===== config.mk =====
export PLATFORM = sky130hd
export DESIGN_NAME = instr_mem_loader
export DESIGN_NICKNAME = d
export VERILOG_FILES = /design/src/rtl/instr_loader_pkg.sv /design/src/rtl/byte_packer.sv /design/src/rtl/instr_mem_loader.sv
export SDC_FILE = /design/constraint.sdc
export NUM_CORES = 1
export LEC_CHECK = 0
export ABC_AREA = 1
export ABC_CLOCK_PERIOD_IN_PS = 5000
export CAP_MARGIN = 40
export CORE_MARGIN = 3
export CORE_UTILIZATION = 50
export DETAILED_ROUTE_END_ITERATION = 16
export GPL_TIMING_DRIVEN = 0
export PLACE_DENSITY = 0.76
export SLEW_MARGIN = 20
export SYNTH_ARGS = -nofsm -noshare
export SYNTH_HDL_FRONTEND = slang
export SYNTH_HIERARCHICAL = 1
export SYNTH_SLANG_ARGS = --single-unit

===== constraint.sdc =====
create_clock -name clk -period 5 [get_ports clk]
set_input_delay 1 -clock clk [delete_from_list [all_inputs] [get_ports clk]]
set_output_delay 1 -clock clk [all_outputs]
set_load 0.05 [all_outputs]

===== src/rtl/instr_loader_pkg.sv =====
// rtl/instr_loader_pkg.sv - shared types and constants for the instruction memory loader
package instr_loader_pkg;

    typedef enum logic [1:0] {
        IDLE  = 2'd0,
        LOAD  = 2'd1,
        WRITE = 2'd2,
        DONE  = 2'd3
    } state_t;

    localparam int unsigned BYTES_PER_WORD = 4;
    localparam int unsigned WORD_W         = 8 * BYTES_PER_WORD;
    localparam int unsigned BYTE_CNT_W     = $clog2(BYTES_PER_WORD);

    // Word depth of an instruction memory addressed by a byte address of addr_w bits.
    function automatic int unsigned words_for_addr(input int unsigned addr_w);
        return 32'd1 << (addr_w - 2);
    endfunction

endpackage


===== src/rtl/byte_packer.sv =====
// rtl/byte_packer.sv - assembles accepted bytes little-endian into one instruction word
module byte_packer
    import instr_loader_pkg::*;
(
    input  logic              clk,
    input  logic              rst_n,
    input  logic              clear_i,
    input  logic              accept_i,
    input  logic [7:0]        byte_i,
    output logic              word_full_o,
    output logic [WORD_W-1:0] word_next_o
);

    logic [BYTE_CNT_W-1:0] cnt_q, cnt_d;
    logic [WORD_W-1:0]     data_q, data_d;

    // word_next_o is the word as it will look once the current byte lands,
    // so the caller can capture a complete word on the same edge as the last byte.
    always_comb begin
        word_next_o = data_q;
        word_next_o[{cnt_q, 3'b000} +: 8] = byte_i;
    end

    assign word_full_o = accept_i && (cnt_q == BYTE_CNT_W'(BYTES_PER_WORD - 1));

    always_comb begin
        cnt_d  = cnt_q;
        data_d = data_q;
        if (clear_i) begin
            cnt_d  = '0;
            data_d = '0;
        end else if (accept_i) begin
            cnt_d  = cnt_q + BYTE_CNT_W'(1);
            data_d = word_next_o;
        end
    end

    always_ff @(posedge clk or negedge rst_n) begin
        if (!rst_n) begin
            cnt_q  <= '0;
            data_q <= '0;
        end else begin
            cnt_q  <= cnt_d;
            data_q <= data_d;
        end
    end

endmodule


===== src/rtl/instr_mem_loader.sv =====
// rtl/instr_mem_loader.sv - loads a host byte stream into instruction memory, one word per write
module instr_mem_loader
    import instr_loader_pkg::*;
#(
    parameter int unsigned INS_ADDRESS = 9,
    parameter int unsigned INS_W       = 32
) (
    input  logic                   clk,
    input  logic                   rst_n,
    input  logic                   start,
    input  logic [INS_ADDRESS-2:0] num_words,
    input  logic                   byte_valid,
    input  logic [7:0]             byte_data,
    output logic                   byte_ready,
    output logic                   wr_en,
    output logic [INS_ADDRESS-1:0] wa,
    output logic [INS_W-1:0]       wd,
    output logic                   busy,
    output logic                   done,
    output logic                   err
);

    localparam int unsigned   CW      = INS_ADDRESS - 1;
    localparam int unsigned   DEPTH   = words_for_addr(INS_ADDRESS);
    localparam logic [CW-1:0] DEPTH_C = CW'(DEPTH);

    state_t                 state_q, state_d;
    logic [CW-1:0]          idx_q, idx_d;
    logic [CW-1:0]          target_q, target_d;
    logic                   err_q, err_d;
    logic [INS_ADDRESS-1:0] wa_q, wa_d;
    logic [INS_W-1:0]       wd_q, wd_d;

    logic                   accept;
    logic                   pk_clear;
    logic                   pk_full;
    logic [INS_W-1:0]       pk_next;

    // Outputs decode registered state only; nothing flows from inputs to outputs.
    assign byte_ready = (state_q == LOAD);
    assign wr_en      = (state_q == WRITE);
    assign busy       = (state_q != IDLE);
    assign done       = (state_q == DONE);
    assign err        = err_q;
    assign wa         = wa_q;
    assign wd         = wd_q;

    assign accept   = byte_valid && (state_q == LOAD);
    assign pk_clear = (state_q == WRITE) || (state_q == IDLE);

    byte_packer u_packer (
        .clk         (clk),
        .rst_n       (rst_n),
        .clear_i     (pk_clear),
        .accept_i    (accept),
        .byte_i      (byte_data),
        .word_full_o (pk_full),
        .word_next_o (pk_next)
    );

    always_comb begin
        state_d  = state_q;
        idx_d    = idx_q;
        target_d = target_q;
        err_d    = err_q;
        wa_d     = wa_q;
        wd_d     = wd_q;
        case (state_q)
            IDLE: begin
                if (start) begin
                    target_d = (num_words > DEPTH_C) ? DEPTH_C : num_words;
                    err_d    = (num_words > DEPTH_C);
                    idx_d    = '0;
                    state_d  = (num_words == '0) ? DONE : LOAD;
                end
            end
            LOAD: begin
                // Capture address and data on the last byte so they are valid during WRITE.
                if (pk_full) begin
                    wd_d    = pk_next;
                    wa_d    = {idx_q[INS_ADDRESS-3:0], 2'b00};
                    state_d = WRITE;
                end
            end
            WRITE: begin
                idx_d   = idx_q + CW'(1);
                state_d = ((idx_q + CW'(1)) == target_q) ? DONE : LOAD;
            end
            DONE: begin
                state_d = IDLE;
            end
            default: begin
                state_d = IDLE;
            end
        endcase
    end

    always_ff @(posedge clk or negedge rst_n) begin
        if (!rst_n) begin
            state_q  <= IDLE;
            idx_q    <= '0;
            target_q <= '0;
            err_q    <= 1'b0;
            wa_q     <= '0;
            wd_q     <= '0;
        end else begin
            state_q  <= state_d;
            idx_q    <= idx_d;
            target_q <= target_d;
            err_q    <= err_d;
            wa_q     <= wa_d;
            wd_q     <= wd_d;
        end
    end

endmodule

==> impl_metrics.json, run 1 <==
{
  "dp_hpwl_um": 7530,
  "finalHoldViolCount": 0,
  "cts-root-buf": "clkbuf_8",
  "seq_power_share_pct": 34.0,
  "dr.pass1.iters": 5,
  "cp_slowest_stage_delay_ns": 0.85,
  "final_area_mm2": 0.00565,
  "drt-initial-drc-count": 312,
  "grt_max_degree": 53,
  "seq_area_frac_synth_pct": 50.2,
  "pwr-share-comb_pct": 44.6,
  "nets": 637,
  "power_leakage_nw": 3.00,
  "ys_ff_latch": 92,
  "drc_errors": 0,
  "synthesis.instances": 535,
  "setup_violations": 0,
  "wl_um": 10200,
  "final_common_cell": "nand2_1",
  "wl_per_cell_um": 14.1,
  "r2r_slack_ns": 3.05,
  "maxSlewViolCount": 0,
  "placedCellCount": 708,
  "crit_chain": "inv_2 -> nor2_4 -> clkdlybuf4s50_1",
  "antenna_found_initial": 0,
  "clkPwrFrac_pct": 21.4,
  "cts_resized": 0,
  "h-tree-depth": 3,
  "clock.fmax_mhz": 336,
  "ir_drop_mv": 0.346,
  "die_h_um": 102,
  "placementRows": 34,
  "switching_share_pct": 42.5,
  "p_int_w": 0.00174,
  "synth_area_mm2": 0.00459,
  "fin_util_pct": 64.1,
  "clock_sinks": 92,
  "p_switching_w": 0.00129,
  "fill_cells": 704,
  "start_kind": "flip-flop",
  "max_slew_margin_pct": 63.4,
  "clk_latency_ns": 0.35,
  "pin_count": 66,
  "post-route-min-period_ns": 2.98,
  "die_w_um": 102,
  "grt_pass1_vias": 3742,
  "cap_violations": 0,
  "core_area_mm2": 0.00881,
  "pwr_density_cell_mw_per_mm2": 535,
  "yosysUniqueCellTypes": 29,
  "final_cell_mix": "220 x nand2_1, 92 x dfrtp_1, 62 x clkdlybuf4s50_1",
  "diodes": 0,
  "status": "complete, no violations",
  "clock_skew_ns": 0.0115,
  "worstMarginPinSlew_ns": 0.549,
  "vias": 3797,
  "crit_fanout": 8,
  "postCtsSetupRepairBufs": 0,
  "die_area_mm2": 0.0104,
  "place_congestion": 0.910,
  "final_cells": 724,
  "area_delta_synth_final_pct": 23.1,
  "clock_path_buffers": 2,
  "path_class": "flip-flop to output port",
  "overflow": 0,
  "worst_setup_path_end_kind": "output port",
  "crit_arrival_ns": 1.98,
  "place_area_mm2": 0.00538,
  "avgSynthCellArea_um2": 8.57,
  "crit_path_top_delay_cell": "clkdlybuf4s50_1",
  "tritoncts": "done",
  "finalCritPeriodShare_pct": 59.6,
  "initial_core_util_pct": 52.1,
  "layout-drive-gt1-share_pct": 11.7,
  "postCtsHoldBufs": 0,
  "yosysWarnings": 6,
  "route.antenna.remaining_nets": 0,
  "cts_buffers": 9,
  "rsz0062_at_grt": "false",
  "holdCritPathClass": "flip-flop to flip-flop",
  "grt_first_pass_wirelength_um": 17200,
  "clk_pin_slew_ns": 0.08,
  "viasPerCell": 5.24,
  "required_ns": 4.00,
  "portBuffers": 63,
  "grt_use_total_pct": 20.8
}
## per-layer routing
metal / track usage (%) / share of wire [%] / up-vias
met5: 0 / 0 / -
li1: - / - / 1851
met4: 7.77 / 1.8 / 0
met1: 28.7 / 45 / 1804
met3: 2.55 / 4.5 / 17
met2: 33.8 / 49 / 125
## through the flow
stage | power [W] | hold WS, ns | setup TNS, ns | worst slack (ns)
final | 0.00302 | 0.488 | 0 | 2.02
after global placement | 0.00235 | 0.462 | -32.36 | -0.356
after CTS | 0.00304 | 0.488 | 0 | 2.00
after detailed placement | 0.00238 | 0.465 | 0 | 2.36
after global routing | 0.00320 | 0.516 | 0 | 1.93
after floorplan | 0.00196 | 0.449 | 0 | 2.96
## sequential cells by signal, indices dropped and copies added (netlist names)
| name | flops |
|---|---|
| err | 1 |
| idx_q | 8 |
| state_q | 2 |
| target_q | 8 |
| u_packer/cnt_q | 2 |
| u_packer/data_q | 32 |
| wa | 7 |
| wd | 32 |
## final cells by class
type	count	area, µm²	area share (%)
plain buffers	15	92.6	1.64
clock buffers	12	145	2.57
clock inverters	4	120	2.13
inverters	54	203	3.59
multi-input cells	375	1990	35.3
flip-flops and latches	92	2300	40.8
well taps	108	135	2.39
repair buffers	64	656	11.6
## final timing paths
| path | to | start | cells past startpoint |
|---|---|---|---|
| min reg2reg | u_packer/data_q[4]$_DFFE_PN0P_ | u_packer/data_q[4]$_DFFE_PN0P_ | 2 |
| max | wr_en | state_q[1]$_DFFE_PN0P_ | 3 |
| max in group asynchronous | wd[27]$_DFFE_PN0P_ | rst_n | 2 |
| max reg2reg | wd[22]$_DFFE_PN0P_ | u_packer/cnt_q[0]$_DFFE_PN0P_ | 7 |
| min | u_packer/data_q[4]$_DFFE_PN0P_ | u_packer/data_q[4]$_DFFE_PN0P_ | 2 |
| min in group asynchronous | wd[12]$_DFFE_PN0P_ | rst_n | 1 |
## logic make-up after synthesis
kind of cell / after synthesis / synth area share (%)
AND/OR/NAND/NOR: 296 / 27.0
flip-flops: 92 / 50.2
buffers and inverters: 69 / 6.44
AO/OA/AOI/OAI: 38 / 4.53
multiplexers: 32 / 9.98
adder cells (fa/ha/maj): 6 / 1.64
other: 1 / 0.0818
XOR/XNOR: 1 / 0.191
## critical path, delay by kind of cell (launching register included)
kind | cells | cell delay, ns
DFF | 1 | 0.50
and+or+nand+nor | 1 | 0.21
buffers and inverters | 2 | 0.93
## power by group through the flow
stage               Combinational (W)  Sequential [W]  Clock (W)
global placement              0.00131         0.00103          0
floorplan                    0.000650         0.00131          0
detailed placement            0.00134         0.00104          0
finish                        0.00135         0.00103   0.000648
CTS                           0.00135         0.00103   0.000659
global route                  0.00146         0.00105   0.000692
## cells in the mapped netlist
master | number | area share, %
mux2_1 | 6 | 1.5
nand2_1 | 220 | 18
dfrtp_1 | 92 | 50
buf_6 | 3 | 0.74
nor2_1 | 22 | 1.8
o21bai_1 | 1 | 0.16
nor2_8 | 1 | 0.44
buf_4 | 2 | 0.33
o22ai_1 | 10 | 1.4
nor2_2 | 6 | 0.82
a21oi_1 | 3 | 0.33
nand4_1 | 8 | 1.1
buf_1 | 1 | 0.082
nor4_1 | 1 | 0.14
xnor2_1 | 1 | 0.19
ha_1 | 6 | 1.6
nor2_4 | 2 | 0.49
mux2_4 | 26 | 8.5
conb_1 | 1 | 0.082
o21ai_1 | 21 | 2.3
nand3_2 | 1 | 0.22
nand3_1 | 34 | 3.7
o21a_1 | 1 | 0.16
buf_2 | 5 | 0.55
clkbuf_1 | 4 | 0.33
o21ai_0 | 2 | 0.22
nand2_4 | 1 | 0.25
inv_1 | 45 | 3.7
inv_2 | 9 | 0.74
Note: power is estimated with default switching activity, not from simulation.
==> run 2, diff against run 1 <==
--- a/config.mk
+++ b/config.mk
@@ -6,7 +6,7 @@
 export NUM_CORES = 1
 export LEC_CHECK = 0
 export ABC_AREA = 1
-export ABC_CLOCK_PERIOD_IN_PS = 5000
+export ABC_CLOCK_PERIOD_IN_PS = 3100
 export CAP_MARGIN = 40
 export CORE_MARGIN = 3
 export CORE_UTILIZATION = 50
==> constraint.sdc (replaced) <==
create_clock -name clk -period 3.1 [get_ports clk]
set_input_delay 0.62 -clock clk [delete_from_list [all_inputs] [get_ports clk]]
set_output_delay 0.62 -clock clk [all_outputs]
set_load 0.05 [all_outputs]
==> results of run 2 <==
Same layout as run 1 (identical final DEF). Status: complete, no violations.
Main changes from that run: setup slack after placement 2.36 ns -> 0.840 ns; clock-pin slew on the worst setup and hold paths 0.08 ns -> 0.09 ns; setup slack after layout 2.02 ns -> 0.500 ns; hold slack 0.488 ns -> 0.239 ns; register-to-register setup slack 3.05 ns -> 1.15 ns; total power 0.00302 W -> 0.00488 W; worst IR drop on VDD 0.346 mV -> 0.558 mV
